## config.mk

```make
export PLATFORM = sky130hd
export DESIGN_NAME = bitty_wb_master
export DESIGN_NICKNAME = d
export VERILOG_FILES = /design/src/rtl/bitty_wbm_pkg.sv /design/src/rtl/bitty_wbm_timeout.sv /design/src/rtl/bitty_wb_master.sv
export SDC_FILE = /design/constraint.sdc
export NUM_CORES = 1
export LEC_CHECK = 0
export ABC_CLOCK_PERIOD_IN_PS = 1200
export CAP_MARGIN = 20
export CORE_MARGIN = 4
export CORE_UTILIZATION = 33
export CTS_CLUSTER_SIZE = 10
export DETAILED_ROUTE_END_ITERATION = 12
export PLACE_DENSITY = 0.86
export SLEW_MARGIN = 20
export SYNTH_ARGS = -nofsm -noshare
export SYNTH_HDL_FRONTEND = slang
export SYNTH_SLANG_ARGS = --single-unit
```

## constraint.sdc

```tcl
create_clock -name wb_clk_i -period 1.2 [get_ports wb_clk_i]
set_input_delay 0.18 -clock wb_clk_i [delete_from_list [all_inputs] [get_ports wb_clk_i]]
set_output_delay 0.18 -clock wb_clk_i [all_outputs]
set_load 0.02 [all_outputs]
```

## src/rtl/bitty_wbm_pkg.sv

```systemverilog
// Shared types and constants for the bitty Wishbone classic master.
// Imported by bitty_wb_master and bitty_wbm_timeout.
package bitty_wbm_pkg;

   localparam int WB_DW = 32;
   localparam int WB_AW = 32;

   typedef enum logic [1:0] {
      ST_IDLE = 2'd0,
      ST_BUS  = 2'd1,
      ST_RESP = 2'd2
   } state_t;

   // Low BITS/8 byte lanes are active; the CPU side never does sub-word access.
   function automatic logic [3:0] sel_mask(input int bits);
      logic [3:0] mask;
      case (bits)
         32'sd8:  mask = 4'b0001;
         32'sd16: mask = 4'b0011;
         default: mask = 4'b1111;
      endcase
      return mask;
   endfunction

endpackage

```

## src/rtl/bitty_wbm_timeout.sv

```systemverilog
// Bus-cycle watchdog for bitty_wb_master, only instantiated when
// BITTY_WBM_TIMEOUT_EN is defined.
module bitty_wbm_timeout
   import bitty_wbm_pkg::*;
#(
   parameter int TIMEOUT = 255
) (
   input  logic clk,
   input  logic rst_n,
   input  logic clr,
   input  logic en,
   output logic expired
);

   localparam int            CW   = (TIMEOUT > 1) ? $clog2(TIMEOUT) : 1;
   localparam logic [CW-1:0] LAST = CW'(TIMEOUT - 1);

   logic [CW-1:0] cnt_r;

   // Counts completed BUS cycles and saturates on the last allowed one.
   always_ff @(posedge clk) begin
      if (!rst_n) begin
         cnt_r <= '0;
      end else if (clr) begin
         cnt_r <= '0;
      end else if (en && (cnt_r != LAST)) begin
         cnt_r <= cnt_r + 1'b1;
      end else begin
         cnt_r <= cnt_r;
      end
   end

   // High during the TIMEOUT-th BUS cycle, so the transfer ends at its closing edge.
   assign expired = en && (cnt_r == LAST);

endmodule

```

## src/rtl/bitty_wb_master.sv

```systemverilog
// Wishbone B4 classic single-transfer initiator for the bitty core.
// Optional bus watchdog enabled by defining BITTY_WBM_TIMEOUT_EN.
module bitty_wb_master
   import bitty_wbm_pkg::*;
#(
   parameter int BITS    = 16,
   parameter int ADDR_W  = 32,
   parameter int TIMEOUT = 255
) (
   input  logic              wb_clk_i,
   input  logic              wb_rst_n_i,
   input  logic              req_valid_i,
   output logic              req_ready_o,
   input  logic              req_we_i,
   input  logic [ADDR_W-1:0] req_addr_i,
   input  logic [BITS-1:0]   req_wdata_i,
   output logic              rsp_valid_o,
   output logic [BITS-1:0]   rsp_rdata_o,
   output logic              rsp_err_o,
   output logic              wbm_cyc_o,
   output logic              wbm_stb_o,
   output logic              wbm_we_o,
   output logic [3:0]        wbm_sel_o,
   output logic [WB_AW-1:0]  wbm_adr_o,
   output logic [WB_DW-1:0]  wbm_dat_o,
   input  logic [WB_DW-1:0]  wbm_dat_i,
   input  logic              wbm_ack_i,
   input  logic              wbm_err_i
);

   state_t            state_r, state_nxt_s;
   logic              cyc_r, cyc_nxt_s;
   logic              we_r, we_nxt_s;
   logic [3:0]        sel_r, sel_nxt_s;
   logic [WB_AW-1:0]  adr_r, adr_nxt_s;
   logic [WB_DW-1:0]  dat_r, dat_nxt_s;
   logic              rsp_valid_r, rsp_valid_nxt_s;
   logic              rsp_err_r, rsp_err_nxt_s;
   logic [BITS-1:0]   rdata_r, rdata_nxt_s;
   logic              accept_s, timeout_s, term_s, term_err_s;
   logic              unused_s;

   assign accept_s = (state_r == ST_IDLE) && req_valid_i;

`ifdef BITTY_WBM_TIMEOUT_EN
   bitty_wbm_timeout #(
      .TIMEOUT (TIMEOUT)
   ) u_timeout (
      .clk     (wb_clk_i),
      .rst_n   (wb_rst_n_i),
      .clr     (accept_s),
      .en      (state_r == ST_BUS),
      .expired (timeout_s)
   );
`else
   assign timeout_s = 1'b0;
`endif

   // err beats ack; a late ack/err on the timeout edge beats the timeout.
   assign term_err_s = wbm_err_i || (timeout_s && !wbm_ack_i);
   assign term_s     = wbm_ack_i || wbm_err_i || timeout_s;
   assign unused_s   = ^{wbm_dat_i, (TIMEOUT > 0)};

   // State register.
   always_ff @(posedge wb_clk_i) begin
      if (!wb_rst_n_i) begin
         state_r <= ST_IDLE;
      end else begin
         state_r <= state_nxt_s;
      end
   end

   // Next-state decode.
   always_comb begin
      state_nxt_s = state_r;
      case (state_r)
         ST_IDLE: begin
            if (accept_s) state_nxt_s = ST_BUS;
            else          state_nxt_s = ST_IDLE;
         end
         ST_BUS: begin
            if (term_s) state_nxt_s = ST_RESP;
            else        state_nxt_s = ST_BUS;
         end
         ST_RESP: state_nxt_s = ST_IDLE;
         default: state_nxt_s = ST_IDLE;
      endcase
   end

   // Next values for the registered bus and response outputs.
   always_comb begin
      cyc_nxt_s       = cyc_r;
      we_nxt_s        = we_r;
      sel_nxt_s       = sel_r;
      adr_nxt_s       = adr_r;
      dat_nxt_s       = dat_r;
      rsp_valid_nxt_s = 1'b0;
      rsp_err_nxt_s   = 1'b0;
      rdata_nxt_s     = rdata_r;
      case (state_r)
         ST_IDLE: begin
            if (accept_s) begin
               cyc_nxt_s = 1'b1;
               we_nxt_s  = req_we_i;
               sel_nxt_s = sel_mask(BITS);
               adr_nxt_s = WB_AW'(req_addr_i);
               dat_nxt_s = WB_DW'(req_wdata_i);
            end else begin
               cyc_nxt_s = 1'b0;
            end
         end
         ST_BUS: begin
            if (term_s) begin
               cyc_nxt_s       = 1'b0;
               rsp_valid_nxt_s = 1'b1;
               rsp_err_nxt_s   = term_err_s;
               rdata_nxt_s     = (!we_r && !term_err_s) ? wbm_dat_i[BITS-1:0] : '0;
            end else begin
               cyc_nxt_s = 1'b1;
            end
         end
         ST_RESP: cyc_nxt_s = 1'b0;
         default: cyc_nxt_s = 1'b0;
      endcase
   end

   // Output registers; reset aborts any transfer in flight.
   always_ff @(posedge wb_clk_i) begin
      if (!wb_rst_n_i) begin
         cyc_r       <= 1'b0;
         we_r        <= 1'b0;
         sel_r       <= 4'b0000;
         adr_r       <= '0;
         dat_r       <= '0;
         rsp_valid_r <= 1'b0;
         rsp_err_r   <= 1'b0;
         rdata_r     <= '0;
      end else begin
         cyc_r       <= cyc_nxt_s;
         we_r        <= we_nxt_s;
         sel_r       <= sel_nxt_s;
         adr_r       <= adr_nxt_s;
         dat_r       <= dat_nxt_s;
         rsp_valid_r <= rsp_valid_nxt_s;
         rsp_err_r   <= rsp_err_nxt_s;
         rdata_r     <= rdata_nxt_s;
      end
   end

   assign req_ready_o = (state_r == ST_IDLE);
   assign wbm_cyc_o   = cyc_r;
   assign wbm_stb_o   = cyc_r;
   assign wbm_we_o    = we_r;
   assign wbm_sel_o   = sel_r;
   assign wbm_adr_o   = adr_r;
   assign wbm_dat_o   = dat_r;
   assign rsp_valid_o = rsp_valid_r;
   assign rsp_err_o   = rsp_err_r;
   assign rsp_rdata_o = rdata_r;

endmodule

```

* Yosys cells after proc, flatten, opt, wreduce, memory -nomap -nowiden
Index checks and enable logic that the tools add are counted.
** Operators by class
- Eq/ne operators :: 1
- Mux-type cells :: 8
- Reduce and logical (&&, ||, !) cells :: 10
** Operators with widths (number)
- $mux 16 :: 1
- $reduce_and 2->1 :: 3
- $mux 1 :: 4
- $pmux 2 s2 :: 1
- $reduce_and 3->1 :: 1
- $eq 2x1->1 const B :: 1
- $logic_and 1x1->1 :: 2
- $logic_not 1->1 :: 2
- $logic_not 2->1 :: 1
- $mux 2 :: 1
- $pmux 1 s2 :: 1
- $logic_or 1x1->1 :: 1
** Word-level totals
- Bits in registers :: 71
- Input port bits :: 86
- Output and inout bits :: 90
- Logic and storage cells :: 28

* Longest topological paths before layout
- Depth in word-level cells :: 4
- Gate-level depth with buffers :: 5
- Gate-level depth less buffers :: 3

* Least setup slack after synthesis
Ideal clock, no wire load.
- Path type :: reg-to-reg
- Start :: reg state_r[0]
- End :: reg rdata_r[10], in the netlist rsp_rdata_o[10]
- Setup time :: 72 ps
- Arrival time :: 1289 ps
- Data required time :: 1128 ps
- Path slack :: -161 ps
- Cell stages (with the launch flop) :: 5
- Path buffers :: 2
- Clock period less this slack :: 1361 ps
- Cells stage by stage :: dfxtp_1 > nor3b_1 > buf_4 > buf_6 > mux2i_1
** Between the ends
- Cells in the longest elaborated chain, start to end :: 2
** RTL lines
- start, declared :: line bitty_wb_master.sv:31 : state_t state_r, state_nxt_s;
- start signal, assigned :: line bitty_wb_master.sv:69 : state_r <= state_nxt_s;
- $eq 2x1->1 :: line bitty_wb_master.sv:100 : case (state_r)
- $reduce_and 2->1 (no source line)
- end signal, assigned :: line bitty_wb_master.sv:146 : rdata_r <= rdata_nxt_s;
- end, declared :: line bitty_wb_master.sv:39 : logic [BITS-1:0] rdata_r, rdata_nxt_s;
Every way passes these cells.
A chain may end at the register's enable or synchronous reset.

* Worst setup path after layout
- Start :: reg state_r[1]
- End :: reg rdata_r[0], in the netlist rsp_rdata_o[0]
Same word-level chain as after synthesis.

==> metrics.txt <==
outcome finished with violations; failing checks setup timing; sw frac 0.2743; vias per inst 4.686; fin crit share 1.049; DP HPWL 5.516 mm; P_sw 1.638 mW; CP required 1.45 ns; final core occ 0.5782; port bufs 141; clock latency on the worst-skew pair 0.33 ns; area post-placement 0.004204 mm²; post-layout net count 556; core area 0.007888 mm²; Post-Synth Adder-Cell Area 0; skew final 0.009889 ns; Cell variety after synth 18; syn avg cell area 8.441 µm²; post-route cell area 0.004561 mm²; Slew Limit Fails 0; clock sinks 70; Total GRT Usage 0.1544; filler cell count 691; P_int 4.334 mW; Die Width 98.90 µm; die area 0.009780 mm²; final hold slack 0.3557 ns; cts bufs inserted 9; RSZ-0062 raised after global routing yes; Crit Path Max Fanout 5; Cells after Synth 323; drt initial violations 48; first-pass GRT wire length 12.28 mm; Yosys reg bits 70; WP data arrival 1.51 ns; number of global-route vias before repair 2518; max cap viols 0; fraction of the mapped netlist area in compound gates 0.09270; crit start category flip-flop; H-tree depth 3; Worst-path clk slew 0.07 ns; Remaining DRCs 0; final setup margin -0.05836 ns; routed wire length 8.498 mm; mux contribution to synthesized area 0.06241; final critical-path required period 1.258 ns; I/O pin cnt 176; Seq pwr share 0.424; Post-Synth XOR/XNOR Area 0; Post-Syn Area 0.002726 mm²; GPL Wtd Cong 0.7483; area delta synth->final 67.28%; Comb power frac 0.204; routed via count 2704; clk buf depth 2; routed len/inst 14.73 µm; Crit. End Element flip-flop; share of cells above drive strength 1 0.2821; DR pass1 iterations 5; antenna-violating nets left 0; row cnt 32; worst vdd ir 0.0006469 V; Hold Violations, Final 0; total grt overflow 0; initial antenna violation count 0; f_max 794.7 MHz; Hold Crit Class input port to flip-flop; CTS tree done; Die Height 98.90 µm; Initial Util 0.3457; static leakage 1.839 nW; post-synthesis simple-gate area fraction 0.2281; crit path kind flip-flop to flip-flop; number of diodes 0; pin count of the biggest net entering global routing 51; PD cells 1310 mW/mm²; largest family of logic cells by synthesized area simple AND/OR/NAND/NOR gates; post-synthesis sequential area ratio 0.5140; Syn. warnings 0; Clock Tree Root clkbuf_8; clock power share 0.372; final-report setup violation count 25
## flip-flops by register name, summed over array words and instances, names as in the netlist
register	cells
rsp_err_o	1
wbm_adr_o	32
rsp_valid_o	1
state_r	2
wbm_dat_o	16
wbm_sel_o	1
rsp_rdata_o	16
wbm_we_o	1
## cell usage after synthesis (all sizes together)
cell / number / area (µm²)
nor3b: 4 / 46.29
conb: 1 / 3.750
o21ai: 49 / 245.2
nor2: 2 / 7.510
mux2i: 17 / 170.2
and2: 2 / 12.51
nand2: 81 / 304.0
o21a: 1 / 7.510
clkbuf: 17 / 63.81
nand3: 49 / 245.2
buf: 29 / 212.7
and3: 1 / 6.260
dfxtp: 70 / 1401
## placed cells by master, fill, tap and decap left out
cell	instances
and2_1	2
and3_1	1
buf_12	5
buf_16	2
buf_2	1
buf_4	11
buf_6	5
bufinv_16	2
clkbuf_16	5
clkbuf_2	53
clkbuf_8	9
clkdlybuf4s15_1	11
clkdlybuf4s15_2	5
clkdlybuf4s50_1	68
clkinv_4	2
clkinvlp_4	2
conb_1	18
dfxtp_1	68
dfxtp_4	2
mux2i_1	16
mux2i_2	1
nand2_1	81
nand3_1	30
nand3_2	16
nand3_4	3
nor2_1	2
nor3b_1	1
nor3b_2	1
nor3b_4	2
o21a_1	1
o21ai_0	21
o21ai_1	21
o21ai_2	7
## final timing paths
check | startpoint | slack (ns) | endpoint | depth (start not counted)
hold reg to reg | wbm_adr_o[24] | 0.45 | wbm_adr_o[24] | 2
hold / removal | wb_rst_n_i | 0.36 | wbm_adr_o[24] | 4
setup / recovery | state_r[1] | -0.06 | rsp_rdata_o[0] | 5
setup reg to reg | state_r[1] | -0.06 | rsp_rdata_o[0] | 5
## critical path: stages (launching register included)
cell	delay, ns
dfxtp_4	0.36
buf_6	0.12
nor3b_4	0.22
buf_4	0.16
buf_12	0.11
mux2i_2	0.20
## power groups by stage
stage,combinational [mW],sequential (mW),clock [mW]
after floorplan,0.403,2.74,0
after global placement,1.10,2.58,0
after detailed placement,1.12,2.59,0
after CTS,1.13,2.53,2.28
after global routing,1.30,2.55,2.38
final,1.22,2.53,2.22
## cell type report
| class | count | area, µm² | share of cell area |
|---|---|---|---|
| Timing Repair Buffer | 165 | 1511 | 0.3314 |
| Sequential cell | 70 | 1409 | 0.3089 |
| Multi-Input combinational cell | 224 | 1271 | 0.2787 |
| Clock buffer | 10 | 148.9 | 0.03265 |
| Tap cell | 102 | 127.6 | 0.02798 |
| Clock inverter | 6 | 92.59 | 0.02030 |
## repair_timing
action	CTS	global route
setup buffers	3	3
cloned	3	5
pin swaps	1	15
gates resized for setup	134	140
hold buffers	0	0
setup endpoints to repair	92	131
## metrics by stage
step / cells / worst slack, ns / total power [mW] / TNS [ns]
finish: 577 / -0.05836 / 5.972 / -0.5786
global route: 577 / -0.1115 / 6.230 / -4.297
CTS: 570 / -0.1509 / 5.936 / -1.526
detailed placement: 548 / -0.3253 / 3.710 / -18.94
global placement: 548 / -0.2681 / 3.684 / -16.52
floorplan: 340 / 0.01204 / 3.148 / 0
## routing by layer
layer  part of all wire  global-route usage  up-vias  routed length [µm]
met2               0.52              0.2789      102                4403
met5                  0                   0        -                   0
met1               0.40              0.1753     1258                3393
li1                   -                   -     1330                   -
met3              0.065             0.03680       14                 551
met4              0.018             0.05672        0                 150
## cell families (layout without fill, tap and decap cells)
family | count (synthesis) | count (layout)
compound gates | 50 | 50
mux | 17 | 17
buf+inv | 46 | 181
other cells | 1 | 18
flops | 70 | 70
simple gates | 139 | 139
(Power assumes the default switching activity.)
